**config.mk**
```make
export PLATFORM = sky130hd
export DESIGN_NAME = shift_sequencer
export DESIGN_NICKNAME = d
export VERILOG_FILES = /design/src/rtl/shift_pkg.sv /design/src/rtl/shift_step.sv /design/src/rtl/shift_sequencer.sv
export SDC_FILE = /design/constraint.sdc
export NUM_CORES = 1
export LEC_CHECK = 0
export ABC_AREA = 1
export CAP_MARGIN = 20
export CORE_MARGIN = 1
export CORE_UTILIZATION = 55
export CTS_CLUSTER_DIAMETER = 60
export DETAILED_ROUTE_END_ITERATION = 10
export DONT_BUFFER_PORTS = 1
export GPL_ROUTABILITY_DRIVEN = 1
export GPL_TIMING_DRIVEN = 0
export MAX_ROUTING_LAYER = met4
export PLACE_DENSITY = 0.78
export SYNTH_ARGS = -nofsm -noshare
export SYNTH_HDL_FRONTEND = slang
export SYNTH_SLANG_ARGS = --single-unit
```
**constraint.sdc**
```tcl
create_clock -name clock -period 2.2 [get_ports clock]
set_clock_uncertainty 0.1 [all_clocks]
set_input_delay 0.44 -clock clock [delete_from_list [all_inputs] [get_ports clock]]
set_output_delay 0.44 -clock clock [all_outputs]
set_load 0.01 [all_outputs]
```
**src/rtl/shift_pkg.sv**
```systemverilog
// Shared encodings, state enum and count helpers for the multi-cycle shift/rotate sequencer.
// Optional feature macro: SHIFT_MULTI_STEP_EN (STEP = 8 instead of 1).
package shift_pkg;

  localparam logic [2:0] OP_SHR  = 3'd0;
  localparam logic [2:0] OP_SHRA = 3'd1;
  localparam logic [2:0] OP_SHL  = 3'd2;
  localparam logic [2:0] OP_ROR  = 3'd3;
  localparam logic [2:0] OP_ROL  = 3'd4;

  typedef enum logic [1:0] {
    ST_IDLE  = 2'd0,
    ST_SHIFT = 2'd1,
    ST_DONE  = 2'd2
  } state_t;

  localparam logic [5:0] MAX_SHIFT = 6'd32;

`ifdef SHIFT_MULTI_STEP_EN
  localparam logic [5:0] STEP = 6'd8;
`else
  localparam logic [5:0] STEP = 6'd1;
`endif

  function automatic logic op_is_illegal(input logic [2:0] op_i);
    return (op_i > OP_ROL);
  endfunction

  // Rotations wrap mod 32; shifts saturate at 32 over the full 32-bit amount.
  function automatic logic [5:0] sat_count(input logic [2:0] op_i, input logic [31:0] b_i);
    logic [5:0] n;
    case (op_i)
      OP_ROR, OP_ROL: n = {1'b0, b_i[4:0]};
      OP_SHR, OP_SHRA, OP_SHL: begin
        if (b_i > 32'd32) begin
          n = MAX_SHIFT;
        end else begin
          n = b_i[5:0];
        end
      end
      default: n = 6'd0;
    endcase
    return n;
  endfunction

endpackage

```
**src/rtl/shift_step.sv**
```systemverilog
// Combinational single-step shifter: applies a k-bit shift/rotate to value.
// With SHIFT_MULTI_STEP_EN k may be 1..8; otherwise only k = 1 (k = 0 passes through).
module shift_step
  import shift_pkg::*;
(
  input  logic [2:0]  op,
  input  logic [31:0] value,
  input  logic [3:0]  k,
  output logic [31:0] value_out
);

`ifdef SHIFT_MULTI_STEP_EN
  logic [5:0] rev_amt;
  assign rev_amt = 6'd32 - {2'b00, k};

  // Variable-distance step; a k of 0 yields value unchanged for every op.
  always_comb begin
    case (op)
      OP_SHR:  value_out = value >> k;
      OP_SHRA: value_out = $unsigned($signed(value) >>> k);
      OP_SHL:  value_out = value << k;
      OP_ROR:  value_out = (value >> k) | (value << rev_amt);
      OP_ROL:  value_out = (value << k) | (value >> rev_amt);
      default: value_out = value;
    endcase
  end
`else
  // One-bit step.
  always_comb begin
    if (k == 4'd0) begin
      value_out = value;
    end else begin
      case (op)
        OP_SHR:  value_out = {1'b0, value[31:1]};
        OP_SHRA: value_out = {value[31], value[31:1]};
        OP_SHL:  value_out = {value[30:0], 1'b0};
        OP_ROR:  value_out = {value[0], value[31:1]};
        OP_ROL:  value_out = {value[30:0], value[31]};
        default: value_out = value;
      endcase
    end
  end
`endif

endmodule

```
**src/rtl/shift_sequencer.sv**
```systemverilog
// Multi-cycle shift/rotate controller: IDLE -> SHIFT -> DONE, one step per clock.
// Latency depends on SHIFT_MULTI_STEP_EN (step of 8 bits instead of 1).
module shift_sequencer
  import shift_pkg::*;
(
  input  logic        clock,
  input  logic        clear,
  input  logic        start,
  input  logic [2:0]  op,
  input  logic [31:0] A,
  input  logic [31:0] B,
  output logic        ready,
  output logic        busy,
  output logic        done,
  output logic [31:0] result,
  output logic        illegal
);

  state_t      state_q, state_d;
  logic [5:0]  count_q, count_d;
  logic [2:0]  op_q, op_d;
  logic [31:0] result_q, result_d;
  logic        done_q, done_d;
  logic        busy_q, busy_d;
  logic        illegal_q, illegal_d;

  logic [3:0]  k_s;
  logic [31:0] step_out_s;
  logic [5:0]  n_s;

  assign n_s = sat_count(op, B);

  // Step width for this edge: whatever remains, capped at STEP.
  always_comb begin
    if (count_q > STEP) begin
      k_s = STEP[3:0];
    end else begin
      k_s = count_q[3:0];
    end
  end

  shift_step u_step (
    .op        (op_q),
    .value     (result_q),
    .k         (k_s),
    .value_out (step_out_s)
  );

  // Next-state, count and result computation.
  always_comb begin
    state_d   = state_q;
    count_d   = count_q;
    op_d      = op_q;
    result_d  = result_q;
    done_d    = 1'b0;
    busy_d    = 1'b0;
    illegal_d = 1'b0;
    case (state_q)
      ST_IDLE, ST_DONE: begin
        if (start) begin
          result_d = A;
          op_d     = op;
          count_d  = n_s;
          if (n_s == 6'd0) begin
            state_d   = ST_DONE;
            done_d    = 1'b1;
            illegal_d = op_is_illegal(op);
          end else begin
            state_d = ST_SHIFT;
            busy_d  = 1'b1;
          end
        end else begin
          state_d = ST_IDLE;
        end
      end
      ST_SHIFT: begin
        result_d = step_out_s;
        count_d  = count_q - {2'b00, k_s};
        if (count_d == 6'd0) begin
          state_d = ST_DONE;
          done_d  = 1'b1;
        end else begin
          busy_d = 1'b1;
        end
      end
      default: begin
        state_d = ST_IDLE;
      end
    endcase
  end

  // State and output registers with synchronous clear.
  always_ff @(posedge clock) begin
    if (clear) begin
      state_q   <= ST_IDLE;
      count_q   <= 6'd0;
      op_q      <= 3'd0;
      result_q  <= 32'd0;
      done_q    <= 1'b0;
      busy_q    <= 1'b0;
      illegal_q <= 1'b0;
    end else begin
      state_q   <= state_d;
      count_q   <= count_d;
      op_q      <= op_d;
      result_q  <= result_d;
      done_q    <= done_d;
      busy_q    <= busy_d;
      illegal_q <= illegal_d;
    end
  end

  assign ready   = ~busy_q;
  assign busy    = busy_q;
  assign done    = done_q;
  assign result  = result_q;
  assign illegal = illegal_q;

endmodule

```
==> reports/qor.txt, run 1 <==
========================================================================================
Status .................................................................... finished clean
Most common cell in the synthesized netlist ............................... sky130_fd_sc_hd__nand2_1
Synthesized netlist net count .............................................          493
GRT Overall Usage .........................................................        27.5%
DP Cell Count .............................................................          474
Post-Route Setup TNS ......................................................         0 ps
TritonCTS Sinks ...........................................................           46
Detailed router's first-iteration violation count .........................          192
Growth of design area from synthesis to finish ............................        6.47%
Final Instance Count excl. Fillers ........................................          481
Number of endpoints with negative hold slack in the final report ..........            0
Worst slew slack as a fraction of its limit ...............................        69.1%
# resized after CTS .......................................................            0
Post-route antenna net violation count ....................................            0
Minimum clock period ......................................................      2020 ps
Final-report max-slew violation count .....................................            0
Area leader, netlist ...................................................... sky130_fd_sc_hd__dfxtp_1
Root Driver ............................................................... sky130_fd_sc_hd__clkbuf_8
1st-pass router iterations ................................................            5
Max VDD drop ..............................................................     0.424 mV
Number of max-cap violations ..............................................            0
Final count of negative-setup-slack endpoints .............................            0
Area of the die ...........................................................  0.00513 mm2
Maximum number of pins on one net before global-route repair ..............           14
Clock Pin Slew Worst Setup and Hold Paths .................................        80 ps
WL per Instance ...........................................................      14.0 um
Total I/O pin count .......................................................          106
# hold bufs at CTS ........................................................            0
CTS tree ..................................................................         done
Clk Latency, worst-skew pair ..............................................       300 ps
Data required time of the worst path ......................................      2340 ps
Global route hottest layer ................................................         met2
Power per standard cell area ..............................................   886 mW/mm2
Avg Inst Size Synth .......................................................     6.32 um2
Antenna violations before repair ..........................................            0
Sw power ..................................................................    0.00103 W
# nets final ..............................................................          500
Floorplan core area .......................................................  0.00450 mm2
Inserted Diodes ...........................................................            0
Leak ......................................................................      1.24 nW
Weighted congestion reported at the end of routability-driven placement ...        0.839
Min setup slack post-route ................................................       183 ps
Critical path type ........................................................ flip-flop to flip-flop
Clock Power Share .........................................................        19.9%
Class of the most critical hold timing path ............................... primary input to flip-flop
Number of design rule violations left after detail routing ................            0
RSZ-0062 raised after global routing ......................................        false
Post-layout power .........................................................    0.00252 W
Total CTS buffers .........................................................            5
Placed wire-length estimate ...............................................      4960 um
Peak clock frequency supported by timing ..................................    0.496 GHz
Crit path max fanout ......................................................            4
Critical path startpoint category .........................................    flip-flop
Met1 usage in global routing ..............................................        37.3%
Routing usage on met2 .....................................................        41.4%
Mapped Cells ..............................................................          422
Die extent in y ...........................................................      71.6 um
Register share of total power .............................................        46.3%
Post-CTS setup buffer count ...............................................            0
Post-route worst hold slack ...............................................       249 ps
Area of the mapped netlist ................................................  0.00267 mm2
Commonest cells post-synth ................................................ sky130_fd_sc_hd__nand2_1, sky130_fd_sc_hd__a21oi_1, sky130_fd_sc_hd__dfxtp_1, sky130_fd_sc_hd__inv_1, sky130_fd_sc_hd__o21ai_0
Cell Rows .................................................................           24
Asr flop ratio synth ......................................................           0%
Sequential element share of the synthesized area ..........................        34.5%
Via count of the first global-routing pass ................................         2424
Depth of the CTS H-tree ...................................................            2
Slew at the pin with the worst max-slew slack .............................       464 ps
Bufs on Longest Clock Path ................................................            2
Via Count .................................................................         2735
Number of library cell types mapped by synthesis ..........................           30
Share of final-layout standard cells stronger than drive strength 1 .......        7.69%
Internal Dissipation ......................................................    0.00149 W
Total global routing overflow .............................................            0
Register bit count reported by yosys ......................................           46
Ranking of synthesized cells by area ...................................... sky130_fd_sc_hd__dfxtp_1, sky130_fd_sc_hd__a21oi_1, sky130_fd_sc_hd__nand2_1
Proportion of netlist area held by the largest area contributor ...........        34.5%
Initial standard-cell utilization of the core .............................        59.2%
Wire length of the first global-routing pass ..............................     10900 um
Die boundary width ........................................................      71.6 um
Final WL ..................................................................      6730 um
Synth Warn # ..............................................................            0
Worst slack, placed .......................................................       122 ps
Post-detailed-route via-to-cell ratio .....................................         5.69
Net switching share of the total power ....................................        40.9%
Portion of the clock cycle consumed by the worst path in the final layout .        91.7%
Buffers on Ports ..........................................................            0
Data arrival at the endpoint of the critical path .........................      2150 ps
Combinational share of power ..............................................        33.8%
Ys flop type .............................................................. sky130_fd_sc_hd__dfxtp_1
Global routing usage on met3 ..............................................        5.77%
Number of enable flip-flop cells after synthesis ..........................            0
Capturing element type of the critical path ...............................    flip-flop
========================================================================================
==> layer usage <==
layer | wire length, um | vias to the layer above
met5 | 0 | -
met4 | 74 | 0
met3 | 520 | 7
met2 | 3010 | 102
met1 | 3120 | 1228
li1 | - | 1398
==> final timing paths <==
kind / start / to / slack (ps) / depth (start not counted)
min reg2reg: count_q[1] / count_q[1] / 410 / 2
max: count_q[2] / busy / 180 / 13
max reg2reg: count_q[2] / busy / 180 / 13
min: op[2] / op_q[2] / 250 / 2
==> stage by stage <==
| stage | util [%] | area [um2] |
|---|---|---|
| after global routing | 63.1 | 2840 |
| after global placement | 60.7 | 2730 |
| after floorplan | - | 2670 |
| after CTS | 62.4 | 2810 |
| final | 63.1 | 2840 |
| after detailed placement | 60.7 | 2730 |
==> layout by cell type (no fill, tap or decap), types with 2 or more instances in the layout <==
cell,netlist,routed
sky130_fd_sc_hd__clkinv_2,0,2
sky130_fd_sc_hd__nand2_1,88,88
sky130_fd_sc_hd__nand4_1,3,3
sky130_fd_sc_hd__inv_2,6,6
sky130_fd_sc_hd__inv_1,46,46
sky130_fd_sc_hd__clkbuf_8,0,5
sky130_fd_sc_hd__nand3_1,5,5
sky130_fd_sc_hd__o21ai_1,29,29
sky130_fd_sc_hd__nor2_4,1,3
sky130_fd_sc_hd__or2_2,2,2
sky130_fd_sc_hd__o311ai_0,2,2
sky130_fd_sc_hd__buf_6,3,3
sky130_fd_sc_hd__a21oi_1,76,76
sky130_fd_sc_hd__dfxtp_1,46,45
sky130_fd_sc_hd__buf_1,3,3
sky130_fd_sc_hd__nor2_1,34,33
sky130_fd_sc_hd__o211ai_1,2,2
sky130_fd_sc_hd__clkbuf_1,12,12
sky130_fd_sc_hd__buf_2,6,6
sky130_fd_sc_hd__a211oi_1,2,2
sky130_fd_sc_hd__o21ai_0,43,43
==> critical path: stages, from the launching register on <==
cell	delay [ps]
sky130_fd_sc_hd__dfxtp_1	370
sky130_fd_sc_hd__inv_2	60
sky130_fd_sc_hd__nand2_1	130
sky130_fd_sc_hd__nor2_4	50
sky130_fd_sc_hd__nand2_1	60
sky130_fd_sc_hd__nand2_1	90
sky130_fd_sc_hd__ha_2	200
sky130_fd_sc_hd__nor2_4	110
sky130_fd_sc_hd__nand2_1	80
sky130_fd_sc_hd__xor2_1	150
sky130_fd_sc_hd__nand2_1	90
sky130_fd_sc_hd__nor3_2	50
sky130_fd_sc_hd__or2_2	280
sky130_fd_sc_hd__a21oi_1	130
==> state kept, by name, indices dropped and copies added (netlist names) <==
signal   cells
result      32
count_q      6
op_q         3
state_q      2
busy         1
done         1
illegal      1
==> power groups by stage <==
stage	registers, W	clock network (W)	logic [W]
after floorplan	0.00114	0	0.000657
after global placement	0.00118	0	0.000798
after detailed placement	0.00118	0	0.000810
after CTS	0.00116	0.000510	0.000816
after global routing	0.00119	0.000543	0.000975
final	0.00117	0.000501	0.000852
==> logic make-up (layout without fill, tap and decap cells) <==
logic type,after synthesis,count (layout),synth area share [%]
xor gates and xnor gates,2,2,0.657
adders and majority gates,1,1,0.469
AOI/OAI and AO/OA,159,159,31.6
and+or+nand+nor,138,138,21.0
buffers and inverters,76,83,11.8
DFF,46,46,34.5
==> final cells by class <==
cell class	instances	area, um2
sequential	46	922
fill	438	1660
buffer	24	120
clock inverter	2	10.0
inverter	52	195
tap	52	65.1
clock buffer	5	68.8
multi-input combinational	300	1460
No activity file was read; power rests on OpenSTA's default activity.
==> inputs of run 2 (changes only) <==
--- a/config.mk
+++ b/config.mk
@@ -15,7 +15,7 @@
 export GPL_ROUTABILITY_DRIVEN = 1
 export GPL_TIMING_DRIVEN = 0
 export MAX_ROUTING_LAYER = met4
-export PLACE_DENSITY = 0.78
+export PLACE_DENSITY = 0.79
 export SYNTH_ARGS = -nofsm -noshare
 export SYNTH_HDL_FRONTEND = slang
 export SYNTH_SLANG_ARGS = --single-unit
==> constraint.sdc (replaced) <==
create_clock -name clock -period 2.5 [get_ports clock]
set_clock_uncertainty 0.1 [all_clocks]
set_input_delay 0.5 -clock clock [delete_from_list [all_inputs] [get_ports clock]]
set_output_delay 0.5 -clock clock [all_outputs]
set_load 0.01 [all_outputs]
==> reports/qor.txt, run 2 (synthesis gave the netlist of run 1 again) <==
========================================================================================
Clk Latency, worst-skew pair ..............................................       300 ps
Via count of the first global-routing pass ................................         2508
Total I/O pin count .......................................................          106
Root Driver ............................................................... sky130_fd_sc_hd__clkbuf_8
Cell Rows .................................................................           24
Die boundary width ........................................................      71.6 um
Slew at the pin with the worst max-slew slack .............................       450 ps
GRT Overall Usage .........................................................        27.6%
Antenna violations before repair ..........................................            0
Post-detailed-route via-to-cell ratio .....................................         5.80
Capturing element type of the critical path ...............................    flip-flop
Wire length of the first global-routing pass ..............................     11100 um
Class of the most critical hold timing path ............................... primary input to flip-flop
Commonest non-fill, non-tap cells in the layout ........................... sky130_fd_sc_hd__nand2_1, sky130_fd_sc_hd__a21oi_1, sky130_fd_sc_hd__inv_1, sky130_fd_sc_hd__dfxtp_1, sky130_fd_sc_hd__o21ai_0
Maximum number of pins on one net before global-route repair ..............           14
Final WL ..................................................................      6780 um
Depth of the CTS H-tree ...................................................            2
RSZ-0062 raised after global routing ......................................        false
Post-route antenna net violation count ....................................            0
FF+latch area .............................................................      921 um2
Routed metal-1 wirelength .................................................      3110 um
# hold bufs at CTS ........................................................            0
Highest metal layer used by the detailed router ...........................         met4
Critical path startpoint category .........................................    flip-flop
Buffers on Ports ..........................................................            0
Final count of negative-setup-slack endpoints .............................            0
Peak clock frequency supported by timing ..................................    0.478 GHz
CTS tree ..................................................................         done
Minimum clock period ......................................................      2090 ps
WL met3 ...................................................................       516 um
Number of design rule violations left after detail routing ................            0
Area of the die ...........................................................  0.00513 mm2
Clock Pin Slew Worst Setup and Hold Paths .................................        90 ps
Detailed router's first-iteration violation count .........................          213
Leak ......................................................................      1.23 nW
TritonCTS Sinks ...........................................................           46
# resized after CTS .......................................................            0
Commonest non-fill, non-tap cell in the layout ............................ sky130_fd_sc_hd__nand2_1
Power per standard cell area ..............................................   778 mW/mm2
Portion of the clock cycle consumed by the worst path in the final layout .        83.7%
Total global routing overflow .............................................            0
Post-Route Setup TNS ......................................................         0 ps
Post-layout power .........................................................    0.00219 W
Placed wire-length estimate ...............................................      4990 um
Status .................................................................... finished clean
Max VDD drop ..............................................................     0.391 mV
Count of filler cells inserted in the layout ..............................          442
Post-Route Utilization ....................................................        62.4%
Bufs on Longest Clock Path ................................................            2
Floorplan core area .......................................................  0.00450 mm2
WL per Instance ...........................................................      14.1 um
Post-CTS setup buffer count ...............................................            0
Data arrival at the endpoint of the critical path .........................      2170 ps
Number of endpoints with negative hold slack in the final report ..........            0
Crit path max fanout ......................................................            4
Share of final-layout standard cells stronger than drive strength 1 .......        6.53%
1st-pass router iterations ................................................            5
Worst slew slack as a fraction of its limit ...............................        69.9%
Critical path type ........................................................ flip-flop to flip-flop
Via Count .................................................................         2789
Data required time of the worst path ......................................      2580 ps
Number of flip-flops in the largest register ..............................           32
Inserted Diodes ...........................................................            0
Total CTS buffers .........................................................            5
Initial standard-cell utilization of the core .............................        59.2%
# nets final ..............................................................          500
Sum of met2 wire segment lengths after detailed routing ...................      3070 um
Final-report max-slew violation count .....................................            0
Multi-input gate area in the final layout .................................  0.00143 mm2
Growth of design area from synthesis to finish ............................        5.39%
Weighted congestion reported at the end of routability-driven placement ...        0.848
Die extent in y ...........................................................      71.6 um
Number of max-cap violations ..............................................            0
========================================================================================
==> run 2: worst paths after layout <==
check | startpoint | end | slack, ps | cells past startpoint
worst min-delay path | op[0] | op_q[0] | 300 | 2
worst min register to register | count_q[1] | count_q[1] | 410 | 2
worst max register to register | count_q[2] | state_q[0] | 410 | 12
worst max-delay path | count_q[2] | state_q[0] | 410 | 12
==> run 2: final cells by class <==
type | instances | area share (%)
Buffer | 24 | 4.27
Clock buffer | 5 | 2.45
Clock inverter | 2 | 0.356
Tap cell | 52 | 2.31
Sequential cell | 46 | 32.8
Multi-Input combinational cell | 300 | 50.9
Inverter | 52 | 6.94
==> run 2: critical path: stages, from the launching register on <==
cell and delay [ps]:
sky130_fd_sc_hd__dfxtp_1 380, sky130_fd_sc_hd__inv_2 50, sky130_fd_sc_hd__nand2_1 90, sky130_fd_sc_hd__nor2_2 60, sky130_fd_sc_hd__nand2_1 60, sky130_fd_sc_hd__nand2_1 80
sky130_fd_sc_hd__ha_1 190, sky130_fd_sc_hd__nor2_1 150, sky130_fd_sc_hd__xor2_1 220, sky130_fd_sc_hd__nand3b_1 100, sky130_fd_sc_hd__nor3_1 270, sky130_fd_sc_hd__or2_2 170
sky130_fd_sc_hd__a21oi_1 60
==> run 2: routing by layer <==
metal / GRT usage, % / vias to the layer above
met2: 43.0 / 101
met4: 8.06 / 0
met1: 36.0 / 1275
li1: - / 1407
met3: 5.91 / 6
met5: - / -
==> run 2: per-stage QoR <==
stage	hold WS (ps)	cells	worst slack (ps)	cell area (um2)
2_1_floorplan	369	422	667	2670
3_3_place_gp	383	474	459	2730
3_5_place_dp	392	474	422	2730
4_1_cts	301	481	400	2810
5_1_grt	310	481	140	2810
6_report	303	481	409	2810
==> run 2: power breakdown <==
group,switching (W),total [W],internal (W)
clock network,0.000248,0.000436,0.000188
logic,0.000477,0.000725,0.000248
registers,0.000166,0.00103,0.000859
total,0.000892,0.00219,0.00130
